<file path="config.mk">
export PLATFORM = sky130hd
export DESIGN_NAME = spi_slave
export DESIGN_NICKNAME = d
export VERILOG_FILES = /design/src/rtl/spi_pkg.sv /design/src/rtl/spi_sync.sv /design/src/rtl/spi_slave.sv
export SDC_FILE = /design/constraint.sdc
export NUM_CORES = 1
export LEC_CHECK = 0
export BUFFER_PORTS_ARGS = -buffer_cell sky130_fd_sc_hd__buf_2
export CAP_MARGIN = 20
export CORE_UTILIZATION = 53
export CTS_BUF_LIST = sky130_fd_sc_hd__clkbuf_2
export DETAILED_ROUTE_END_ITERATION = 10
export PLACE_DENSITY = 0.75
export SLEW_MARGIN = 10
export SYNTH_ARGS = -nofsm -noshare
export SYNTH_HDL_FRONTEND = slang
export SYNTH_SLANG_ARGS = --single-unit
</file>
<file path="constraint.sdc">
create_clock -name clk_i -period 2.92 [get_ports clk_i]
set_clock_uncertainty 0.2 [all_clocks]
set_input_delay 0.292 -clock clk_i [delete_from_list [all_inputs] [get_ports clk_i]]
set_output_delay 0.292 -clock clk_i [all_outputs]
set_load 0.02 [all_outputs]
</file>
<file path="src/rtl/spi_pkg.sv">
// Shared types and default parameters for the SPI slave.
package spi_pkg;
   typedef enum logic [1:0] {IDLE = 2'd0, LOAD = 2'd1, SHIFT = 2'd2} state_e;
   localparam int             N_DEF     = 8;
   localparam logic [7:0]     DUMMY_DEF = 8'hFF;
endpackage

</file>
<file path="src/rtl/spi_sync.sv">
// Two-flop synchronizer with an extra history flop for edge detection.
module spi_sync #(
   parameter logic RST_VAL = 1'b0
) (
   input  logic clk_i,
   input  logic rst_i,
   input  logic async_i,
   output logic sync_o,
   output logic rise_o,
   output logic fall_o
);
   logic meta_q, meta_d;
   logic sync_q, sync_d;
   logic prev_q, prev_d;

   always_comb begin
      meta_d = async_i;
      sync_d = meta_q;
      prev_d = sync_q;
   end

   always_ff @(posedge clk_i or negedge rst_i) begin
      if (!rst_i) begin
         meta_q <= RST_VAL;
         sync_q <= RST_VAL;
         prev_q <= RST_VAL;
      end else begin
         meta_q <= meta_d;
         sync_q <= sync_d;
         prev_q <= prev_d;
      end
   end

   assign sync_o = sync_q;
   assign rise_o = sync_q & ~prev_q;
   assign fall_o = ~sync_q & prev_q;
endmodule

</file>
<file path="src/rtl/spi_slave.sv">
// SPI mode-0 slave, MSB first, with tx holding register and rx output register.
module spi_slave
   import spi_pkg::*;
#(
   parameter int           N     = N_DEF,
   parameter logic [N-1:0] DUMMY = N'(DUMMY_DEF)
) (
   input  logic         clk_i,
   input  logic         rst_i,
   input  logic         sclk_i,
   input  logic         cs_ni,
   input  logic         mosi_i,
   output logic         miso_o,
   input  logic [N-1:0] tx_data_i,
   input  logic         tx_valid_i,
   output logic         tx_ready_o,
   output logic [N-1:0] rx_data_o,
   output logic         rx_valid_o,
   input  logic         rx_ready_i,
   output logic         overrun_o,
   output logic         underrun_o,
   input  logic         clr_flags_i,
   output logic         busy_o
);
   localparam int          CW   = $clog2(N + 1);
   localparam logic [CW-1:0] LAST = CW'(N - 1);

   logic cs_s, cs_fall, cs_rise_unused;
   logic sclk_rise, sclk_fall, sclk_s_unused;
   logic mosi_s, mosi_rise_unused, mosi_fall_unused;

   spi_sync #(.RST_VAL(1'b1)) u_sync_cs (
      .clk_i(clk_i), .rst_i(rst_i), .async_i(cs_ni),
      .sync_o(cs_s), .rise_o(cs_rise_unused), .fall_o(cs_fall));
   spi_sync #(.RST_VAL(1'b0)) u_sync_sclk (
      .clk_i(clk_i), .rst_i(rst_i), .async_i(sclk_i),
      .sync_o(sclk_s_unused), .rise_o(sclk_rise), .fall_o(sclk_fall));
   spi_sync #(.RST_VAL(1'b0)) u_sync_mosi (
      .clk_i(clk_i), .rst_i(rst_i), .async_i(mosi_i),
      .sync_o(mosi_s), .rise_o(mosi_rise_unused), .fall_o(mosi_fall_unused));

   state_e        state_q, state_d;
   logic [CW-1:0] cnt_q, cnt_d;
   logic [N-1:0]  tx_sh_q, tx_sh_d;
   logic [N-2:0]  rx_sh_q, rx_sh_d;
   logic [N-1:0]  rx_next;
   logic [N-1:0]  hold_q, hold_d;
   logic          hold_full_q, hold_full_d;
   logic [N-1:0]  rx_data_q, rx_data_d;
   logic          rx_valid_q, rx_valid_d;
   logic          ovr_q, ovr_d;
   logic          und_q, und_d;

   assign rx_next = {rx_sh_q, mosi_s};

   always_comb begin
      state_d     = state_q;
      cnt_d       = cnt_q;
      tx_sh_d     = tx_sh_q;
      rx_sh_d     = rx_sh_q;
      hold_d      = hold_q;
      hold_full_d = hold_full_q;
      rx_data_d   = rx_data_q;
      rx_valid_d  = rx_valid_q;
      ovr_d       = ovr_q;
      und_d       = und_q;

      // Clears come first so a same-cycle set below wins.
      if (clr_flags_i) begin
         ovr_d = 1'b0;
         und_d = 1'b0;
      end
      if (rx_valid_q && rx_ready_i) rx_valid_d = 1'b0;

      case (state_q)
         IDLE: if (cs_fall) state_d = LOAD;
         LOAD: begin
            tx_sh_d     = hold_full_q ? hold_q : DUMMY;
            und_d       = und_d | ~hold_full_q;
            hold_full_d = 1'b0;
            cnt_d       = '0;
            rx_sh_d     = '0;
            state_d     = SHIFT;
         end
         SHIFT: begin
            if (sclk_rise && !cs_s) begin
               rx_sh_d = rx_next[N-2:0];
               cnt_d   = cnt_q + CW'(1);
               if (cnt_q == LAST) begin
                  rx_data_d  = rx_next;
                  rx_valid_d = 1'b1;
                  if (rx_valid_q && !rx_ready_i) ovr_d = 1'b1;
                  state_d    = LOAD;
               end
            end else if (sclk_fall && cnt_q != '0) begin
               // The fall preceding a word's first sample leaves the freshly loaded MSB in place.
               tx_sh_d = {tx_sh_q[N-2:0], 1'b0};
            end
         end
         default: state_d = IDLE;
      endcase

      if (tx_valid_i && !hold_full_q) begin
         hold_d      = tx_data_i;
         hold_full_d = 1'b1;
      end
      if (cs_s) state_d = IDLE;
   end

   always_ff @(posedge clk_i or negedge rst_i) begin
      if (!rst_i) begin
         state_q     <= IDLE;
         cnt_q       <= '0;
         tx_sh_q     <= '0;
         rx_sh_q     <= '0;
         hold_q      <= '0;
         hold_full_q <= 1'b0;
         rx_data_q   <= '0;
         rx_valid_q  <= 1'b0;
         ovr_q       <= 1'b0;
         und_q       <= 1'b0;
      end else begin
         state_q     <= state_d;
         cnt_q       <= cnt_d;
         tx_sh_q     <= tx_sh_d;
         rx_sh_q     <= rx_sh_d;
         hold_q      <= hold_d;
         hold_full_q <= hold_full_d;
         rx_data_q   <= rx_data_d;
         rx_valid_q  <= rx_valid_d;
         ovr_q       <= ovr_d;
         und_q       <= und_d;
      end
   end

   assign miso_o     = ~cs_s & tx_sh_q[N-1];
   assign tx_ready_o = ~hold_full_q;
   assign rx_data_o  = rx_data_q;
   assign rx_valid_o = rx_valid_q;
   assign overrun_o  = ovr_q;
   assign underrun_o = und_q;
   assign busy_o     = (state_q != IDLE);
endmodule

</file>
==> flow_metrics.env, run 1 <==
export IMPL_crit_path_start_kind="register"
export IMPL_nFillCells=285
export IMPL_syn_area_per_cell_um2=12.23
export IMPL_leakage_nw=1.249
export IMPL_synthTopCellsByArea="dfrtp_1 (55%), mux2_4 (5.7%), mux2_2 (4.8%)"
export IMPL_io_pin_count=30
export IMPL_hold_ws_ns=0.01141
export IMPL_vias_per_cell=5.399
export IMPL_timing_final_crit_period_ns=2.357
export IMPL_cp_slowest_cell="or3b_1"
export IMPL_crit_chain="inv_1 > ha_1 > and4bb_1 > buf_4 > or3b_1 > mux2_4"
export IMPL_cts_sinks=49
export IMPL_p_switching_uw=669.1
export IMPL_insertion_delay_ns=0.45
export IMPL_wire_per_inst_um=14.03
export IMPL_die_area_mm2=0.004200
export IMPL_nNetsFinal=241
export IMPL_place_port_buffers=29
export IMPL_drive_above_1_share=0.2818
export IMPL_design_core_area_mm2=0.003716
export IMPL_area_growth_pct=19.51
export IMPL_sw_frac_of_total=0.3593
export IMPL_first_pass_iters=4
export IMPL_crit_type="reg -> reg"
export IMPL_yosysUniqueCellTypes=31
export IMPL_synthTopCellsByCount="dfrtp_1 (46), inv_1 (19), o21ai_0 (17), nor2_1 (13), nand2_1 (10)"
export IMPL_ys_seq_elements=49
export IMPL_tightest_slew_ns=0.7075
export IMPL_post_synth_top_count_cell="dfrtp_1"
export IMPL_cts_root_buf="clkbuf_2"
export IMPL_synth_edf_count=0
export IMPL_drt_initial_drc_count=64
export IMPL_fmax_mhz=424.3
export IMPL_maxSlewHeadroom=0.5274
export IMPL_cts_buffers=5
export IMPL_place_inst=245
export IMPL_setup_tns_ns=0
export IMPL_slowest_delay_ns=0.59
export IMPL_ys_seq_area_frac=0.5883
export IMPL_synth_top_area_frac=0.5506
export IMPL_ant_nets=0
export IMPL_final_hold_viol_count=0
export IMPL_grt_usage=0.2040
export IMPL_power_density_mw_per_mm2=745.4
export IMPL_post_cts_resized=0
export IMPL_worst_slack_ns=0.5634
export IMPL_worstPathMaxFanout=13
export IMPL_setup_viol=0
export IMPL_r2r_start="state_q[0]"
export IMPL_ff_latch_area_mm2=0.001230
export IMPL_cts_tree="built"
export IMPL_grt_pass1_wl_um=6423
export IMPL_synth_ff_type="dfrtp_1"
export IMPL_grt_pass1_vias=1478
export IMPL_p_clk_frac=0.155
export IMPL_crit_start="state_q[0]"
export IMPL_timing_final_crit_share=0.8071
export IMPL_p_int_mw=1.193
export IMPL_gp_congestion=0.7795
export IMPL_grt_max_degree=50
export IMPL_synthesis_nets=193
export IMPL_cts_clk_slew_worst_paths_ns=0.28
export IMPL_antenna_cells=0
export IMPL_p_seq_frac=0.500
export IMPL_maxCapViolations=0
export IMPL_cp_required_ns=3.06
export IMPL_async_flop_share=1.000
export IMPL_drt_drc_violations_left=0
export IMPL_fp_dieH_um=64.81
export IMPL_status="complete, no violations"
export IMPL_clockBufferDepth=2
export IMPL_wirelength_um=3759
export IMPL_cp_num_buf_inv=2
export IMPL_placementRows=22
export IMPL_postCtsSetupRepairBufs=0
export IMPL_p_comb_frac=0.345
export IMPL_routed_via_count=1447
export IMPL_stdcell_count=268
export IMPL_cp_arrival_ns=2.49
export IMPL_holdBufCountCts=14
export IMPL_syn_inst=171
export IMPL_setup_worst_path_end_class="register"
export IMPL_rsz0062_at_grt="no"
export IMPL_slew_viol_final=0
export IMPL_yosysWarnings=0
export IMPL_ir_drop_uv=599.7
export IMPL_cp_top_family="simple AND/OR/NAND/NOR gates"
export IMPL_h_tree_depth=2
export IMPL_holdCritPathClass="in -> async"
export IMPL_dp_hpwl_um=2493
export IMPL_syn_area_mm2=0.002091
export IMPL_initial_core_util=0.5626
export IMPL_yosysTopAreaCell="dfrtp_1"
export IMPL_dp_slack_ns=0.5781
export IMPL_dieWidth_um=64.81
export IMPL_gr_total_overflow=0
export IMPL_antenna_found_initial=0
export IMPL_multiInputGateArea_um2=758.2
==> cells by family (layout without fill, tap and decap cells) <==
family	count (synthesis)	in the layout	synth area share
mux	17	17	0.1059
flops	49	49	0.5883
xor+xnor	2	2	0.008380
compound gates	42	42	0.1472
fa+ha+maj	6	6	0.03591
simple gates	30	30	0.06523
buf+inv	25	74	0.04907
==> final cells by class <==
| class | count | area share |
|---|---|---|
| clock buffers | 5 | 0.01002 |
| repair buffers | 47 | 0.1312 |
| clock inverters | 3 | 0.01052 |
| inverters | 19 | 0.02854 |
| flip-flops and latches | 49 | 0.4922 |
| multi-input cells | 97 | 0.3035 |
| well taps | 48 | 0.02404 |
==> final timing paths <==
kind | slack, ns | cells past startpoint | end
min in group clk_i | 0.17 | 3 | hold_full_q
worst min register to register | 0.18 | 0 | u_sync_cs.sync_o
worst max register to register | 0.56 | 6 | rx_data_o[4]
max in group asynchronous | 1.91 | 3 | u_sync_cs.sync_o
worst min-delay path | 0.01 | 2 | rx_valid_o
worst max-delay path | 0.56 | 6 | rx_data_o[4]
==> power by group through the flow <==
stage                     registers (mW)  logic, mW  clock network, mW
after detailed placement           0.946      0.629                  0
after floorplan                    0.926      0.466                  0
after CTS                          0.932      0.646              0.300
final                              0.932      0.643              0.288
after global placement             0.934      0.597                  0
after global routing               0.953      0.714              0.333
==> placed cells by master (no fill, tap or decap), drive strengths merged <==
cell,count
dfrtp,46
buf,33
inv,20
o21ai,17
mux2,17
dlygate4sd3,14
nor2,13
nand2,10
a22o,9
a311o,7
ha,6
clkbuf,5
dfstp,3
nor2b,2
clkinvlp,2
a211oi,2
o22ai,1
and4bb,1
or3b,1
o32ai,1
o31ai,1
nand2b,1
a2bb2oi,1
a21oi,1
nor3,1
xor2,1
a41o,1
nand3,1
xnor2,1
a21o,1
==> per-layer routing <==
layer  GRT usage  part of all wire  vias to the layer above
met4     0.07222             0.016                        0
met1      0.2199              0.40                      723
met5           0                 0                        -
li1            -                 -                      690
met2      0.3750              0.55                       24
met3     0.05810             0.029                       10
==> flip-flops by register name, indices dropped and copies added (netlist names) <==
signal and cells:
rx_sh_q 7, underrun_o 1, u_sync_cs.prev_q 1, u_sync_mosi.meta_q 1
u_sync_sclk.meta_q 1, u_sync_cs.sync_o 1, cnt_q 4, rx_valid_o 1
hold_q 8, u_sync_sclk.prev_q 1, rx_data_o 8, u_sync_mosi.sync_o 1
u_sync_sclk.sync_o 1, overrun_o 1, hold_full_q 1, state_q 2
u_sync_cs.meta_q 1, tx_sh_q 8
==> through the flow <==
stage               area (um2)  total power, mW  utilization
finish                    2499            1.863       0.6724
CTS                       2479            1.878       0.6670
global route              2499            2.000       0.6724
global placement          2287            1.531       0.6155
detailed placement        2287            1.576       0.6155
floorplan                 2091            1.392            -
(Power assumes the default switching activity.)
==> run 2, diff against run 1 <==
--- a/config.mk
+++ b/config.mk
@@ -10,7 +10,7 @@
 export CORE_UTILIZATION = 53
 export CTS_BUF_LIST = sky130_fd_sc_hd__clkbuf_2
 export DETAILED_ROUTE_END_ITERATION = 10
-export PLACE_DENSITY = 0.75
+export PLACE_DENSITY = 0.78
 export SLEW_MARGIN = 10
 export SYNTH_ARGS = -nofsm -noshare
 export SYNTH_HDL_FRONTEND = slang
==> constraint.sdc (replaced) <==
create_clock -name clk_i -period 2 [get_ports clk_i]
set_clock_uncertainty 0.2 [all_clocks]
set_input_delay 0.2 -clock clk_i [delete_from_list [all_inputs] [get_ports clk_i]]
set_output_delay 0.2 -clock clk_i [all_outputs]
set_load 0.02 [all_outputs]
==> flow_metrics.env, run 2 (synthesis results as in run 1) <==
export IMPL_holdCritPathClass="in -> async"
export IMPL_drt_drc_violations_left=0
export IMPL_status="complete, no violations"
export IMPL_dp_slack_ns=0.01587
export IMPL_maxSlewHeadroom=0.6556
export IMPL_power_density_mw_per_mm2=1146
export IMPL_wirelength_um=4041
export IMPL_worstPathMaxFanout=10
export IMPL_setup_worst_path_end_class="register"
export IMPL_h_tree_depth=2
export IMPL_io_pin_count=30
export IMPL_cts_root_buf="clkbuf_2"
export IMPL_place_inst=251
export IMPL_cp_top_family="simple AND/OR/NAND/NOR gates"
export IMPL_area_growth_pct=24.66
export IMPL_timing_final_crit_share=0.9930
export IMPL_timing_final_crit_period_ns=1.986
export IMPL_placementRows=22
export IMPL_first_pass_iters=4
export IMPL_cts_tree="built"
export IMPL_grt_pass1_wl_um=6699
export IMPL_cp_slowest_cell="dfrtp_1"
export IMPL_slowest_delay_ns=0.44
export IMPL_final_hold_viol_count=0
export IMPL_antenna_cells=0
export IMPL_stdcell_count=277
export IMPL_final_cell_mix="dfrtp_1 (46), buf_2 (29), inv_1 (18)"
export IMPL_antenna_found_initial=0
export IMPL_r2r_start="state_q[0]"
export IMPL_wire_per_inst_um=14.59
export IMPL_rsz0062_at_grt="yes"
export IMPL_design_core_area_mm2=0.003716
export IMPL_setup_tns_ns=0
export IMPL_gp_congestion=0.7653
export IMPL_ant_nets=0
export IMPL_crit_start="state_q[0]"
export IMPL_drt_initial_drc_count=92
export IMPL_crit_type="reg -> reg"
export IMPL_clockBufferDepth=2
export IMPL_crit_path_start_kind="register"
export IMPL_cts_sinks=49
export IMPL_cts_buffers=5
export IMPL_fin_util=0.7013
export IMPL_slew_viol_final=0
export IMPL_routed_via_count=1458
export IMPL_gr_total_overflow=0
export IMPL_maxCapViolations=0
export IMPL_place_port_buffers=29
export IMPL_insertion_delay_ns=0.45
export IMPL_ir_drop_uv=679.5
export IMPL_drive_above_1_share=0.3231
export IMPL_worst_slack_ns=0.01391
export IMPL_dieWidth_um=64.81
export IMPL_fp_dieH_um=64.81
export IMPL_crit_chain="inv_2 > ha_1 > and4bb_1 > or3b_1 > buf_6 > mux2_4"
export IMPL_grt_pass1_vias=1406
export IMPL_nNetsFinal=250
export IMPL_grt_usage=0.2246
export IMPL_fmax_mhz=503.5
export IMPL_dp_hpwl_um=2713
export IMPL_cp_num_buf_inv=2
export IMPL_grt_max_degree=29
export IMPL_cts_clk_slew_worst_paths_ns=0.25
export IMPL_layout_commonest_cell="dfrtp_1"
export IMPL_leakage_nw=1.314
export IMPL_initial_core_util=0.5626
export IMPL_setup_viol=0
export IMPL_tightest_slew_ns=0.5166
export IMPL_cp_arrival_ns=2.14
export IMPL_die_area_mm2=0.004200
export IMPL_cp_required_ns=2.15
export IMPL_vias_per_cell=5.264
-- run 2: worst paths after layout --
kind | slack (ns) | end | cells after the start
setup / recovery | 0.01 | rx_data_o[1] | 6
hold / removal | 0.003 | hold_q[4] | 2
setup reg to reg | 0.01 | rx_data_o[1] | 6
hold reg to reg | 0.17 | u_sync_cs.sync_o | 0
max in group asynchronous | 1.06 | u_sync_mosi.sync_o | 3
min in group clk_i | 0.05 | hold_full_q | 4
-- run 2: per-layer routing --
layer	wire length, um	vias up	global-route usage
met5	0	-	0
met4	80	0	0.08333
met3	191	8	0.08099
met2	1969	40	0.3424
met1	1800	699	0.2935
li1	-	711	-
-- run 2: layout make-up --
type / instances / area [um2]
clock inverter: 2 / 38.79
clock buffer: 6 / 30.03
fill: 264 / 1110
tap: 48 / 60.06
inverter: 19 / 71.32
sequential: 49 / 1230
timing repair buffer: 56 / 402.9
multi-input combinational: 97 / 773.2
-- run 2: where the power goes --
group | switching (mW) | leakage, nW | internal, mW
sequential | 0.150 | 0.622 | 1.22
combinational | 0.554 | 0.649 | 0.524
clock | 0.319 | 0.0432 | 0.219
-- run 2: stage by stage --
step	hold slack (ns)	cell area (um2)	total power, mW
floorplan	-0.2956	2093	2.033
global placement	-0.006641	2345	2.290
detailed placement	0.004790	2345	2.364
CTS	0.005751	2557	2.933
global route	0.0005607	2606	3.203
finish	0.003382	2606	2.986
-- run 2: timing repair --
item / in CTS / in global routing
gates resized for setup: 1 / 4
hold buffers: 14 / 0
buffers inserted: 0 / 4
endpoints found under the setup margin: 1 / 16
endpoints found under the hold margin: 63 / 0
-- run 2: worst register-to-register path, stage by stage (launching register included) --
cell      delay [ns]
dfrtp_1         0.44
inv_2           0.09
ha_1            0.16
and4bb_1        0.21
or3b_1          0.36
buf_6           0.17
mux2_4          0.30
==> run 3, diff against run 2 <==
--- a/config.mk
+++ b/config.mk
@@ -7,10 +7,9 @@
 export LEC_CHECK = 0
 export BUFFER_PORTS_ARGS = -buffer_cell sky130_fd_sc_hd__buf_2
 export CAP_MARGIN = 20
-export CORE_UTILIZATION = 53
+export CORE_UTILIZATION = 30
 export CTS_BUF_LIST = sky130_fd_sc_hd__clkbuf_2
 export DETAILED_ROUTE_END_ITERATION = 10
-export PLACE_DENSITY = 0.78
 export SLEW_MARGIN = 10
 export SYNTH_ARGS = -nofsm -noshare
 export SYNTH_HDL_FRONTEND = slang
==> flow_metrics.env, run 3 (synthesis results as in run 1) <==
export IMPL_first_pass_iters=7
export IMPL_gp_congestion=0.7353
export IMPL_maxCapViolations=0
export IMPL_finalInstanceArea_mm2=0.002700
export IMPL_grt_max_degree=42
export IMPL_nFillCells=669
export IMPL_met2_length_um=1747
export IMPL_cts_root_buf="clkbuf_2"
export IMPL_crit_path_start_kind="register"
export IMPL_setup_worst_path_end_class="register"
export IMPL_antenna_cells=0
export IMPL_sw_frac_of_total=0.3242
export IMPL_fmax_mhz=491.1
export IMPL_p_comb_frac=0.352
export IMPL_highest_layer="met4"
export IMPL_drt_met1_wl_um=2003
export IMPL_die_area_mm2=0.007307
export IMPL_dp_hpwl_um=2568
export IMPL_r2r_end="rx_data_o[1]"
export IMPL_timing_final_crit_period_ns=2.036
export IMPL_insertion_delay_ns=0.42
export IMPL_initial_core_util=0.3094
export IMPL_grt_pass1_vias=1429
export IMPL_r2r_start="state_q[0]"
export IMPL_routed_via_count=1436
export IMPL_layout_commonest_cell="dfrtp_1"
export IMPL_ir_drop_uv=417.7
export IMPL_stdcell_count=310
export IMPL_placementRows=30
export IMPL_worstPathMaxFanout=5
export IMPL_setup_viol=8
export IMPL_power_density_mw_per_mm2=1146
export IMPL_drive_above_1_share=0.3348
export IMPL_worst_slack_ns=-0.03629
export IMPL_design_core_area_mm2=0.006756
export IMPL_multiInputGateArea_um2=788.3
export IMPL_drt_initial_drc_count=69
export IMPL_h_tree_depth=2
export IMPL_p_int_mw=2.091
export IMPL_cts_tree="built"
export IMPL_place_inst=285
export IMPL_holdCritPathClass="in -> async"
export IMPL_cts_sinks=49
export IMPL_fin_util=0.3996
export IMPL_cts_clk_slew_worst_paths_ns=0.24
export IMPL_tightest_slew_ns=0.3577
export IMPL_slowest_delay_ns=0.44
export IMPL_nNetsFinal=251
export IMPL_grt_pass1_wl_um=6734
export IMPL_wl_met3_um=98
export IMPL_cp_slowest_cell="dfrtp_1"
export IMPL_leakage_nw=1.331
export IMPL_vias_per_cell=4.632
export IMPL_timing_final_crit_share=1.018
export IMPL_io_pin_count=30
export IMPL_crit_start="state_q[0]"
export IMPL_p_switching_mw=1.003
export IMPL_fp_dieH_um=85.48
export IMPL_crit_path_end="rx_data_o[1]"
export IMPL_area_growth_pct=29.14
export IMPL_antenna_found_initial=0
export IMPL_clockBufferDepth=2
export IMPL_gr_total_overflow=0
export IMPL_cp_required_ns=2.13
export IMPL_r2r_slack_ns=-0.04
export IMPL_final_cell_mix="dfrtp_1 (46), buf_2 (29), inv_1 (17)"
export IMPL_cp_arrival_ns=2.17
export IMPL_crit_chain="inv_2 > ha_4 > and4bb_1 > or3b_4 > buf_6 > mux2_4"
export IMPL_reg2reg_depth=6
export IMPL_violations="DRC, setup timing"
export IMPL_rsz0062_at_grt="yes"
export IMPL_crit_type="reg -> reg"
export IMPL_cts_buffers=5
export IMPL_dieWidth_um=85.48
export IMPL_slew_viol_final=0
export IMPL_status="complete, but fails checks"
export IMPL_ant_nets=0
export IMPL_grt_usage=0.1157
export IMPL_maxSlewHeadroom=0.7590
export IMPL_dpl_instance_area_mm2=0.002400
export IMPL_ff_latch_area_mm2=0.001230
export IMPL_wire_per_inst_um=12.60
export IMPL_p_seq_frac=0.439
export IMPL_final_hold_viol_count=0
export IMPL_p_clk_frac=0.210
export IMPL_place_port_buffers=29
export IMPL_drt_drc_violations_left=1
export IMPL_wirelength_um=3907
## run 3: cell count changes in the layout (fill, tap and decap cells not counted), moves of 2 or more
cell	previous run	this run
buf_4	10	8
buf_6	2	4
o21ai_0	17	15
o21ai_1	0	2
## run 3: metrics by stage
stage	hold WS [ns]	setup slack (ns)	TNS, ns	power, mW
final	0.04571	-0.03629	-0.1345	3.095
after CTS	0.02729	0.0007523	0	3.078
after floorplan	-0.2956	0.01923	0	2.033
after detailed placement	-0.1281	0.01749	0	2.400
after global routing	0.03729	-0.06571	-0.4628	3.344
after global placement	-0.1334	0.04982	0	2.362
## run 3: layer usage
| layer | GRT usage | up-vias |
|---|---|---|
| met2 | 0.1825 | 23 |
| met3 | 0.02529 | 5 |
| li1 | - | 712 |
| met4 | 0.04091 | 0 |
| met5 | 0 | - |
| met1 | 0.1571 | 696 |
## run 3: worst max-delay path, delay by kind of cell, from the launching register on
family,cells,cell delay [ns]
adder cells (fa/ha/maj),1,0.14
buffers and inverters,2,0.26
flip-flops,1,0.44
multiplexers,1,0.29
AND/OR/NAND/NOR,2,0.62
## run 3: layout make-up
class,instances,area share
Sequential cell,49,0.4555
Multi-Input combinational cell,97,0.2919
Timing Repair Buffer,57,0.1557
Tap cell,80,0.03707
Inverter,19,0.02641
Clock inverter,3,0.02410
Clock buffer,5,0.009268
## run 3: timing repair
item                                   CTS  global route
gates cloned                             0             1
hold buffers                            15             0
endpoints found under the hold margin   63             0
resized for setup                        1            14
setup endpoints to repair                8            15
buffers inserted                         0             1
pin swaps                                0             1
## run 3: power groups by stage
stage | combinational (mW) | sequential, mW | clock [mW]
2_1_floorplan | 0.680 | 1.35 | 0
3_3_place_gp | 0.997 | 1.37 | 0
3_5_place_dp | 1.03 | 1.37 | 0
4_1_cts | 1.05 | 1.35 | 0.671
5_1_grt | 1.24 | 1.39 | 0.712
6_report | 1.09 | 1.36 | 0.649
## run 3: worst min path at each step
| stage | startpoint | to | slack, ns | cells after the start |
|---|---|---|---|---|
| floorplan | rst_i | cnt_q[0] | -0.30 | 0 |
| global placement | rst_i | rx_data_o[3] | -0.13 | 1 |
| detailed placement | rst_i | rx_data_o[3] | -0.13 | 1 |
| CTS | rst_i | state_q[0] | 0.03 | 3 |
| global route | rst_i | rx_data_o[2] | 0.04 | 3 |
| finish | rst_i | rx_data_o[2] | 0.05 | 3 |
